===== config.mk =====
export PLATFORM = sky130hd
export DESIGN_NAME = muldiv_hilo_ctrl
export DESIGN_NICKNAME = d
export VERILOG_FILES = /design/src/rtl/muldiv_pkg.sv /design/src/rtl/muldiv_hilo_ctrl_hilo_regs.sv /design/src/rtl/muldiv_hilo_ctrl.sv
export SDC_FILE = /design/constraint.sdc
export NUM_CORES = 1
export LEC_CHECK = 0
export ABC_AREA = 1
export ABC_CLOCK_PERIOD_IN_PS = 2900
export CAP_MARGIN = 15
export CORE_AREA = 2 2 97 99
export CTS_BUF_LIST = sky130_fd_sc_hd__clkbuf_4 sky130_fd_sc_hd__clkbuf_8
export DETAILED_ROUTE_END_ITERATION = 12
export DIE_AREA = 0 0 99 101
export HOLD_SLACK_MARGIN = 0.06
export PLACE_DENSITY = 0.84
export SETUP_SLACK_MARGIN = 0.02
export SLEW_MARGIN = 0
export SYNTH_ARGS = -nofsm -noshare
export SYNTH_HDL_FRONTEND = slang
export SYNTH_SLANG_ARGS = --single-unit

===== constraint.sdc =====
create_clock -name clk -period 2.9 [get_ports clk]
set_input_delay 0.435 -clock clk [delete_from_list [all_inputs] [get_ports clk]]
set_output_delay 0.435 -clock clk [all_outputs]
set_load 0.005 [all_outputs]

===== src/rtl/muldiv_pkg.sv =====
// Shared types and sizing for the multiply sequencer and its HI/LO pair.
package muldiv_pkg;

  localparam int DATA_W_DEF      = 32;
  localparam int MULT_CYCLES_DEF = 32;

  typedef enum logic [1:0] {
    ST_IDLE    = 2'd0,
    ST_LOAD    = 2'd1,
    ST_ITER    = 2'd2,
    ST_CAPTURE = 2'd3
  } state_t;

  // The counter has to hold MULT_CYCLES itself, hence the +1.
  function automatic int cnt_width(input int n);
    return $clog2(n + 1);
  endfunction

  localparam int CNT_W_DEF = cnt_width(MULT_CYCLES_DEF);

endpackage


===== src/rtl/muldiv_hilo_ctrl_hilo_regs.sv =====
// Architectural HI/LO pair: a product capture overrides MTHI/MTLO writes; rd_sel picks the read port.
module hilo_regs #(
  parameter int DATA_W = 32
) (
  input  logic              clk,
  input  logic              reset,
  input  logic              cap_en,
  input  logic [DATA_W-1:0] cap_hi,
  input  logic [DATA_W-1:0] cap_lo,
  input  logic              hi_we,
  input  logic              lo_we,
  input  logic [DATA_W-1:0] wdata,
  input  logic              rd_sel,
  output logic [DATA_W-1:0] hi,
  output logic [DATA_W-1:0] lo,
  output logic [DATA_W-1:0] rd_data
);

  logic [DATA_W-1:0] r_hi;
  logic [DATA_W-1:0] r_lo;

  always_ff @(posedge clk or negedge reset) begin
    if (!reset) begin
      r_hi <= '0;
      r_lo <= '0;
    end else if (cap_en) begin
      r_hi <= cap_hi;
      r_lo <= cap_lo;
    end else begin
      if (hi_we) r_hi <= wdata;
      if (lo_we) r_lo <= wdata;
    end
  end

  assign hi      = r_hi;
  assign lo      = r_lo;
  assign rd_data = rd_sel ? r_hi : r_lo;

endmodule


===== src/rtl/muldiv_hilo_ctrl.sv =====
// Multiplier sequencer with HI/LO capture, MTHI/MTLO writes and MFHI/MFLO stall; start->done is MULT_CYCLES+3.
// MULDIV_FWD_EN: forward the multiplier result to rd_data during CAPTURE and drop the stall there.
module muldiv_hilo_ctrl
  import muldiv_pkg::*;
#(
  parameter int DATA_W      = DATA_W_DEF,
  parameter int MULT_CYCLES = MULT_CYCLES_DEF
) (
  input  logic              clk,
  input  logic              reset,
  input  logic              start,
  output logic              mult_ctrl,
  input  logic [DATA_W-1:0] mult_hi,
  input  logic [DATA_W-1:0] mult_lo,
  output logic              busy,
  output logic              done,
  input  logic              hi_we,
  input  logic              lo_we,
  input  logic [DATA_W-1:0] wdata,
  input  logic              rd_req,
  input  logic              rd_sel,
  output logic [DATA_W-1:0] rd_data,
  output logic              stall_req,
  output logic [DATA_W-1:0] hi,
  output logic [DATA_W-1:0] lo
);

  localparam int CW = cnt_width(MULT_CYCLES);

  state_t          r_state;
  state_t          w_state_nxt;
  logic [CW-1:0]   r_cnt;
  logic            r_done;
  logic            w_cap;
  logic            w_pre_cap;
  logic [DATA_W-1:0] w_rd_reg;

  always_ff @(posedge clk or negedge reset) begin
    if (!reset) r_state <= ST_IDLE;
    else        r_state <= w_state_nxt;
  end

  always_ff @(posedge clk or negedge reset) begin
    if (!reset) begin
      r_cnt  <= '0;
      r_done <= 1'b0;
    end else begin
      if (r_state == ST_LOAD)      r_cnt <= CW'(MULT_CYCLES);
      else if (r_state == ST_ITER) r_cnt <= r_cnt - CW'(1);
      r_done <= (r_state == ST_CAPTURE);
    end
  end

  always_comb begin
    w_state_nxt = r_state;
    case (r_state)
      ST_IDLE:    if (start) w_state_nxt = ST_LOAD;
      ST_LOAD:    w_state_nxt = ST_ITER;
      ST_ITER:    if (r_cnt == CW'(1)) w_state_nxt = ST_CAPTURE;
      ST_CAPTURE: w_state_nxt = ST_IDLE;
      default:    w_state_nxt = ST_IDLE;
    endcase
  end

  always_comb begin
    mult_ctrl = (r_state == ST_LOAD);
    w_pre_cap = (r_state == ST_LOAD) || (r_state == ST_ITER);
    w_cap     = (r_state == ST_CAPTURE);
    busy      = w_pre_cap || w_cap;
  end

  // MTHI/MTLO are dropped for the whole multiply, so the product always wins.
  hilo_regs #(.DATA_W(DATA_W)) u_hilo (
    .clk     (clk),
    .reset   (reset),
    .cap_en  (w_cap),
    .cap_hi  (mult_hi),
    .cap_lo  (mult_lo),
    .hi_we   (hi_we & ~busy),
    .lo_we   (lo_we & ~busy),
    .wdata   (wdata),
    .rd_sel  (rd_sel),
    .hi      (hi),
    .lo      (lo),
    .rd_data (w_rd_reg)
  );

`ifdef MULDIV_FWD_EN
  assign rd_data   = w_cap ? (rd_sel ? mult_hi : mult_lo) : w_rd_reg;
  assign stall_req = rd_req & w_pre_cap;
`else
  assign rd_data   = w_rd_reg;
  assign stall_req = rd_req & busy;
`endif

  assign done = r_done;

endmodule


==> reports/results.ini <==
[status]
status=completed

[cts]
cts_buffers=9
clk_latency_ps=340
ctsHoldBuffers=0
numClockSinks=73
cts_max_path_buffers=2
clk_pin_slew_ps=80
cts_tree=built
htree_levels=3
cts_root_buffer=clkbuf_8
cts.repair_timing.setup_buffer_count=0
cts_resized=0

[synth]
synth.area.top_cells=dfrtp_1 48%, nand2_1 11%, o21ai_0 6.0%, mux2_2 5.6%, a21oi_1 5.2%
synth_nets=572
yosysSeqAreaShare_pct=47.9
synthFlopType=dfrtp_1
yosysMostFrequentCell=nand2_1
synth_common_cells=109 x nand2_1, 73 x dfrtp_1, 46 x inv_1, 46 x o21ai_0, 45 x nor2_1
ys_seq_elements=73
ys_types=25
synth_top_area_cell=dfrtp_1
async_reset_ff_share_pct=100
synth_top_area_share_pct=47.9
synth_edf_count=0
yosys_warnings=0
netlist_instances=462
synth_area_um2=3820
synth.avg_cell_area_um2=8.26

[critical_path]
critPathKind=input port to output port
crit_fanout=24
arrival_ps=1890
required_ps=2470
critPathLaunchType=input port
worstSetupEndpointType=output port

[floorplan]
coreArea_um2=8980
start_util_pct=42.5
rows=35
die_y_um=101
ioPinCount=203
die_w_um=99
die-area_um2=10000

[power_and_ir_drop]
cellPowerDensity_nw_per_um2=1060
ir_drop_v=0.000802
leakage_nw=2.71

[detailed_routing]
avgRoutedWirePerCell_um=16.5
via_count=3969
drc=0
drt-initial-drc-count=177
ant_nets=0
via_per_inst=5.18
wl_um=12600
drtPass1Iterations=5

[cells_and_area]
drive_above_1_share_pct=8.24
final_nets=760
area_delta_synth_final_pct=59.1
fillers=697
insertedDiodeCount=0

[timing]
hold_violations=0
finalClockSkew_ps=10.5
relSlewSlack_pct=38.9
finalSetupViolations=0
slew_violations=0
worst_slew_pin_slew_ps=916
timing.final.crit_share_pct=80.1
rsz0062_at_grt=false
fmax_ghz=0.430
min_period_ps=2320
fin_hold_ws_ps=224
setup_tns_ps=0

[min_path]
hp-class=input port to asynchronous set/reset pin

[global_routing]
gr-usage-all-layers_pct=25.5
grt_antenna_before_repair=0
grt_max_degree=80
grt_pass1_wl_um=20300
grt.overflow.total=0
grt_pass1_vias=3973

[flow_run]
max-cap-violations=0

[placement]
gp_congestion=0.871
hpwl_um=9230
numPortBuffers=202

## metrics by stage
step | cell area [µm²] | power (W) | worst slack [ps] | cells | utilization, %
after floorplan | 3820 | 0.00367 | 1290 | 462 | -
after global placement | 5840 | 0.00539 | 642 | 750 | 65.1
after detailed placement | 5840 | 0.00555 | 599 | 750 | 65.1
after CTS | 6070 | 0.00648 | 598 | 766 | 67.6
after global routing | 6070 | 0.00695 | 484 | 766 | 67.6
final | 6070 | 0.00645 | 576 | 766 | 67.6
## area by class of cell
type | instances | area, µm² | share of cell area (%)
repair buffers | 204 | 2040 | 33.6
flip-flops and latches | 73 | 1830 | 30.1
multi-input cells | 313 | 1650 | 27.2
well taps | 111 | 139 | 2.29
inverters | 49 | 184 | 3.03
clock inverters | 5 | 77.6 | 1.28
clock buffers | 11 | 151 | 2.49
## cell families (layout without fill, tap and decap cells)
kind of cell,count (synthesis),after routing,synth area share [%]
AND/OR/NAND/NOR,165,165,17.0
adder cells (fa/ha/maj),7,7,2.29
buffers and inverters,76,269,8.92
multiplexers,19,19,5.61
flip-flops,73,73,47.9
AO/OA/AOI/OAI,122,122,18.4
## critical path, cell delays in order
cell and delay, ps:
buf_2 390, buf_12 240, mux2_2 360, clkdlybuf4s50_1 450
## cells in the final DEF, fill, tap and decap left out
master	count
mux2_2	19
dfrtp_1	73
o21ai_1	4
nand3_1	4
a31oi_2	6
clkbuf_8	11
nand2_4	1
or2_2	2
a31oi_1	15
o22ai_1	1
nand2_1	109
o211ai_1	5
clkdlybuf4s50_1	200
clkinvlp_4	1
inv_2	3
clkinv_2	2
buf_12	1
ha_1	6
nand2_2	2
a21oi_1	40
buf_2	1
bufinv_16	2
nand4_1	2
o21ai_0	46
ha_2	1
inv_1	46
buf_4	2
a22oi_1	5
nor2_1	45
## routing by layer
metal  GRT usage (%)  share of wire (%)  vias up
met5               0                  0        -
li1                -                  -     1886
met1            31.2                 39     1883
met3            5.34                8.2       20
met4            8.85                2.1        0
met2            44.6                 51      180
## final timing paths
check / startpoint / to / slack (ps) / depth (start not counted)
worst max-delay path: rd_sel / rd_data[1] / 580 / 4
worst min-delay path: reset / u_hilo.lo[2] / 220 / 1
worst max register to register: r_state[0] / u_hilo.hi[25] / 680 / 5
worst min register to register: u_hilo.hi[31] / u_hilo.hi[31] / 520 / 2
max in group asynchronous: reset / r_cnt[3] / 2080 / 1
min in group clk: u_hilo.hi[31] / u_hilo.hi[31] / 520 / 2
## where the power goes
group | total [W] | switching [W] | internal, W | leakage, nW
logic | 0.00354 | 0.00165 | 0.00189 | 1.72
clock network | 0.000916 | 0.000386 | 0.000529 | 0.115
registers | 0.00199 | 0.000445 | 0.00154 | 0.874
total | 0.00645 | 0.00248 | 0.00396 | 2.71
## flip-flops by register name, summed over array words and instances (netlist names)
signal,flops
r_cnt,6
u_hilo.hi,32
done,1
u_hilo.lo,32
r_state,2
No activity file was read; power rests on OpenSTA's default activity.
